$ cat src/rtl/param_iter_shift_unit.sv
// Multi-cycle shift/rotate unit: shifts or rotates a selected operand by up to STEP bits per cycle.
// It reports carry and zero flags and holds the result under a valid/ack handshake.
module param_iter_shift_unit #(
  parameter int WIDTH = 16,
  parameter int STEP  = 1,
  localparam int AMT_W = $clog2(WIDTH) + 1
) (
  input  logic             CLK,
  input  logic             RST,
  input  logic [WIDTH-1:0] A,
  input  logic [WIDTH-1:0] B,
  input  logic             SRC_SEL,
  input  logic [2:0]       ALU_FUN,
  input  logic [AMT_W-1:0] SHAMT,
  input  logic             Shift_Enable,
  output logic             Shift_Ready,
  output logic [WIDTH-1:0] Shift_OUT,
  output logic             Shift_Flag,
  output logic             Carry_Flag,
  output logic             Zero_Flag,
  input  logic             Out_Ack
);

  typedef enum logic [1:0] {IDLE, SHIFT, DONE} state_t;

  state_t           state;
  logic [2:0]       op;
  logic [AMT_W-1:0] remaining;
  logic [AMT_W-1:0] eff;
  logic [AMT_W-1:0] step_amt;
  logic [WIDTH-1:0] operand;
  logic [WIDTH-1:0] next_data;
  logic             next_carry;

  assign Shift_Ready = (state == IDLE);

  // Shifts saturate at WIDTH, rotates wrap modulo WIDTH, unused codes pass through.
  always_comb begin
    operand = SRC_SEL ? B : A;
    eff     = '0;
    case (ALU_FUN)
      3'b000, 3'b001, 3'b010: eff = (SHAMT > AMT_W'(WIDTH)) ? AMT_W'(WIDTH) : SHAMT;
      3'b011, 3'b100:         eff = SHAMT % AMT_W'(WIDTH);
      default:                eff = '0;
    endcase
    step_amt = (remaining > AMT_W'(STEP)) ? AMT_W'(STEP) : remaining;
  end

  // One cycle of work is step_amt single-bit steps; carry keeps the last bit moved out.
  always_comb begin
    next_data  = Shift_OUT;
    next_carry = Carry_Flag;
    for (int i = 0; i < STEP; i++) begin
      if (AMT_W'(i) < step_amt) begin
        case (op)
          3'b000: begin
            next_carry = next_data[WIDTH-1];
            next_data  = {next_data[WIDTH-2:0], 1'b0};
          end
          3'b001: begin
            next_carry = next_data[0];
            next_data  = {1'b0, next_data[WIDTH-1:1]};
          end
          3'b010: begin
            next_carry = next_data[0];
            next_data  = {next_data[WIDTH-1], next_data[WIDTH-1:1]};
          end
          3'b011: begin
            next_carry = next_data[WIDTH-1];
            next_data  = {next_data[WIDTH-2:0], next_data[WIDTH-1]};
          end
          3'b100: begin
            next_carry = next_data[0];
            next_data  = {next_data[0], next_data[WIDTH-1:1]};
          end
          default: begin
            next_carry = next_carry;
            next_data  = next_data;
          end
        endcase
      end
    end
  end

  always_ff @(posedge CLK or posedge RST) begin
    if (RST) begin
      state      <= IDLE;
      op         <= '0;
      remaining  <= '0;
      Shift_OUT  <= '0;
      Shift_Flag <= 1'b0;
      Carry_Flag <= 1'b0;
      Zero_Flag  <= 1'b0;
    end else begin
      case (state)
        IDLE: begin
          if (Shift_Enable) begin
            Shift_OUT  <= operand;
            op         <= ALU_FUN;
            remaining  <= eff;
            Carry_Flag <= 1'b0;
            if (eff == '0) begin
              state      <= DONE;
              Shift_Flag <= 1'b1;
              Zero_Flag  <= (operand == '0);
            end else begin
              state <= SHIFT;
            end
          end
        end
        SHIFT: begin
          Shift_OUT  <= next_data;
          Carry_Flag <= next_carry;
          remaining  <= remaining - step_amt;
          if (remaining == step_amt) begin
            state      <= DONE;
            Shift_Flag <= 1'b1;
            Zero_Flag  <= (next_data == '0);
          end
        end
        DONE: begin
          if (Out_Ack) begin
            state      <= IDLE;
            Shift_Flag <= 1'b0;
          end
        end
        default: state <= IDLE;
      endcase
    end
  end

endmodule

$ cat config.mk
export PLATFORM = sky130hd
export DESIGN_NAME = param_iter_shift_unit
export DESIGN_NICKNAME = d
export VERILOG_FILES = /design/src/rtl/param_iter_shift_unit.sv
export SDC_FILE = /design/constraint.sdc
export NUM_CORES = 1
export LEC_CHECK = 0
export CAP_MARGIN = 20
export CORE_UTILIZATION = 30
export CTS_BUF_LIST = sky130_fd_sc_hd__clkbuf_8
export DETAILED_ROUTE_END_ITERATION = 8
export PLACE_DENSITY = 0.64
export SETUP_SLACK_MARGIN = 0.5
export SLEW_MARGIN = 15
export SYNTH_ARGS = -nofsm -noshare
export SYNTH_HDL_FRONTEND = slang
export SYNTH_SLANG_ARGS = --single-unit
$ cat constraint.sdc
create_clock -name CLK -period 4.2 [get_ports CLK]
set_clock_uncertainty 0.15 [all_clocks]
set_input_delay 0.42 -clock CLK [delete_from_list [all_inputs] [get_ports CLK]]
set_output_delay 0.42 -clock CLK [all_outputs]
set_load 0.05 [all_outputs]
==> results.json <==
{
  "yosysSeqAreaShare": 0.302,
  "synth_area_leaders": "dfrtp_1 (30%), mux2i_1 (12%), o21ai_0 (4.6%)",
  "yosysMostFrequentCell": "dfrtp_1",
  "wl_per_cell_um": 17.8,
  "tns_ns": 0,
  "timing.fmax_mhz": 324,
  "post-dp-hpwl_um": 6020,
  "grt_pass1_vias": 2519,
  "cellPowerDensity_nw_per_um2": 882,
  "firstDrtPassIters": 4,
  "routed_wl_um": 7980,
  "grt_max_degree": 22,
  "maxCapViolCount": 0,
  "clock_latency_ns": 0.29,
  "ir_drop_v": 0.000491,
  "initial_core_util": 0.311,
  "crit_end": "Zero_Flag$_DFFE_PP0P_",
  "path_buf_inv": 1,
  "cp-end-kind": "register",
  "reg2reg_from": "remaining[4]$_DFFE_PP0P_",
  "place_ws_ns": 1.16,
  "cts_root_buffer": "clkbuf_8",
  "fp.dieW_um": 91.5,
  "yosysTopAreaCell": "dfrtp_1",
  "synth-seq-cells": 29,
  "path_class": "register to register",
  "synthCells": 290,
  "cts_setup_buffers": 0,
  "nets": 392,
  "cts.path.max_buffers": 2,
  "ys.flop_type": "dfrtp_1",
  "synth_area_per_cell_um2": 8.28,
  "drc": 0,
  "finalHoldViolations": 0,
  "synth_area_um2": 2400,
  "relSlewSlack": 0.336,
  "nFillCells": 794,
  "synth_top_cells_by_count": "dfrtp_1 (29), mux2i_1 (28), nand2_1 (27), nor2_1 (22), o21ai_0 (22)",
  "setup_viol": 0,
  "cpPeakStageDelay_ns": 0.68,
  "tightest_slew_ns": 0.984,
  "cts_resized": 0,
  "cts_buffers": 5,
  "io_buffers": 64,
  "yosysTopAreaCellShare": 0.302,
  "yosysWarnings": 0,
  "worstRegToRegCells": 8,
  "vias_per_cell": 5.83,
  "grt-ovfl-total": 0,
  "num_rows": 32,
  "synthDistinctLibCells": 61,
  "r2r_end": "Zero_Flag$_DFFE_PP0P_",
  "design.core.area_um2": 7730,
  "cts.clk_slew.worst_paths_ns": 0.07,
  "initialDrtViolationCount": 215,
  "path_max_fanout": 5,
  "rsz0062_at_grt": "no",
  "die_area_um2": 8360,
  "cp_slowest_cell": "or4_1",
  "cp_data_arrival_time_ns": 3.13,
  "antenna_found_initial": 0,
  "synth_edf_count": 0,
  "tritoncts": "done",
  "outcome": "finished clean",
  "multiInputGateArea_um2": 1530,
  "grt_pass1_wl_um": 12700,
  "cp.required_ns": 4.24,
  "area_growth_pct": 33.6,
  "maxSlewViolCount": 0,
  "drive_gt1_frac": 0.0778,
  "clock-sinks": 29,
  "setup.worst_path.start_class": "register",
  "regArea_um2": 726,
  "diodes": 0,
  "antenna_left": 0,
  "leakage_nw": 1.28,
  "hp-class": "register to register",
  "gp_congestion": 0.910,
  "fin_crit_ns": 3.09,
  "num_vias": 2619,
  "setup_ws_ns": 1.11,
  "reg2reg_slack_ns": 1.11,
  "grt_usage": 0.193,
  "crit_start": "remaining[4]$_DFFE_PP0P_",
  "synthesis.nets": 336,
  "min_period_over_period": 0.736,
  "cp_top_family": "compound AO/OA/AOI/OAI gates",
  "htreeDepth": 2,
  "path_depth": 8,
  "chipHeight_um": 91.5,
  "synthArstFlopShare": 1.00,
  "crit_chain": "or4_1 -> nand2_1 -> ha_1 -> inv_1 -> o41ai_1 -> o311ai_0 -> a2111o_1 -> o31ai_2",
  "holdBufCountCts": 0,
  "io_pins": 65
}
## through the flow
| stage | instances | power, mW | utilization | hold WS [ns] | area, µm² |
|---|---|---|---|---|---|
| finish | 449 | 2.83 | 0.415 | 0.382 | 3210 |
| global route | 449 | 3.02 | 0.415 | 0.419 | 3210 |
| CTS | 449 | 2.80 | 0.415 | 0.396 | 3210 |
| detailed placement | 441 | 2.53 | 0.402 | 0.383 | 3110 |
| global placement | 441 | 2.52 | 0.402 | 0.366 | 3110 |
| floorplan | 290 | 2.00 | - | 0.348 | 2400 |
## worst min path at each step
stage / startpoint / end / depth (start not counted)
floorplan: RST / Carry_Flag$_DFFE_PP0P_ / 1
global placement: Carry_Flag$_DFFE_PP0P_ / Carry_Flag$_DFFE_PP0P_ / 2
detailed placement: Shift_Flag$_DFFE_PP0P_ / Shift_Flag$_DFFE_PP0P_ / 2
CTS: Carry_Flag$_DFFE_PP0P_ / Carry_Flag$_DFFE_PP0P_ / 2
global route: Carry_Flag$_DFFE_PP0P_ / Carry_Flag$_DFFE_PP0P_ / 2
finish: Carry_Flag$_DFFE_PP0P_ / Carry_Flag$_DFFE_PP0P_ / 2
## cell usage in the layout, fill, tap and decap left out, types with 7 or more instances in the layout
cell type / Yosys / layout
a21oi_1: 17 / 17
clkbuf_8: 0 / 7
clkdlybuf4s50_1: 0 / 64
dfrtp_1: 29 / 29
inv_1: 14 / 14
mux2i_1: 28 / 28
nand2_1: 27 / 27
nor2_1: 22 / 22
nor3_1: 8 / 8
nor4_1: 9 / 9
o21ai_0: 22 / 22
o22ai_1: 10 / 10
## final cells by class
cell class	instances	share of cell area
clock inverters	1	0.00156
well taps	102	0.0398
repair buffers	68	0.209
flip-flops and latches	29	0.226
inverters	15	0.0176
clock buffers	7	0.0300
multi-input cells	227	0.476
## power by group
| part | internal (mW) | switching [mW] | total (mW) | leakage [nW] |
|---|---|---|---|---|
| clock | 0.148 | 0.116 | 0.264 | 0.0542 |
| combinational | 0.726 | 1.13 | 1.86 | 0.878 |
| sequential | 0.410 | 0.297 | 0.707 | 0.346 |
## metal layers
layer	GRT usage	up-vias	wire length (µm)
met5	0	-	0
met4	0.0741	0	196
met3	0.0327	21	442
met2	0.303	93	3740
met1	0.264	1270	3610
li1	-	1235	-
## sequential cells by signal (all words and copies together), names as in the netlist
| signal | count |
|---|---|
| Carry_Flag | 1 |
| Shift_Flag | 1 |
| Shift_OUT | 16 |
| Zero_Flag | 1 |
| op | 3 |
| remaining | 5 |
| state | 2 |
## tightest hold or removal path, delay by kind of cell, from the launching register on
kind / cells / cell delay (ns)
compound gates: 2 / 0.15
flops: 1 / 0.35
## kinds of logic (layout without fill, tap and decap cells)
family,count (synthesis),count (layout),synth area share
flip-flops,29,29,0.302
AND/OR/NAND/NOR,85,85,0.170
buffers and inverters,34,91,0.0625
adder cells (fa/ha/maj),1,1,0.00521
XOR/XNOR,2,2,0.00730
AO/OA/AOI/OAI,106,106,0.313
multiplexers,33,33,0.140
No activity file was read; power rests on OpenSTA's default activity.
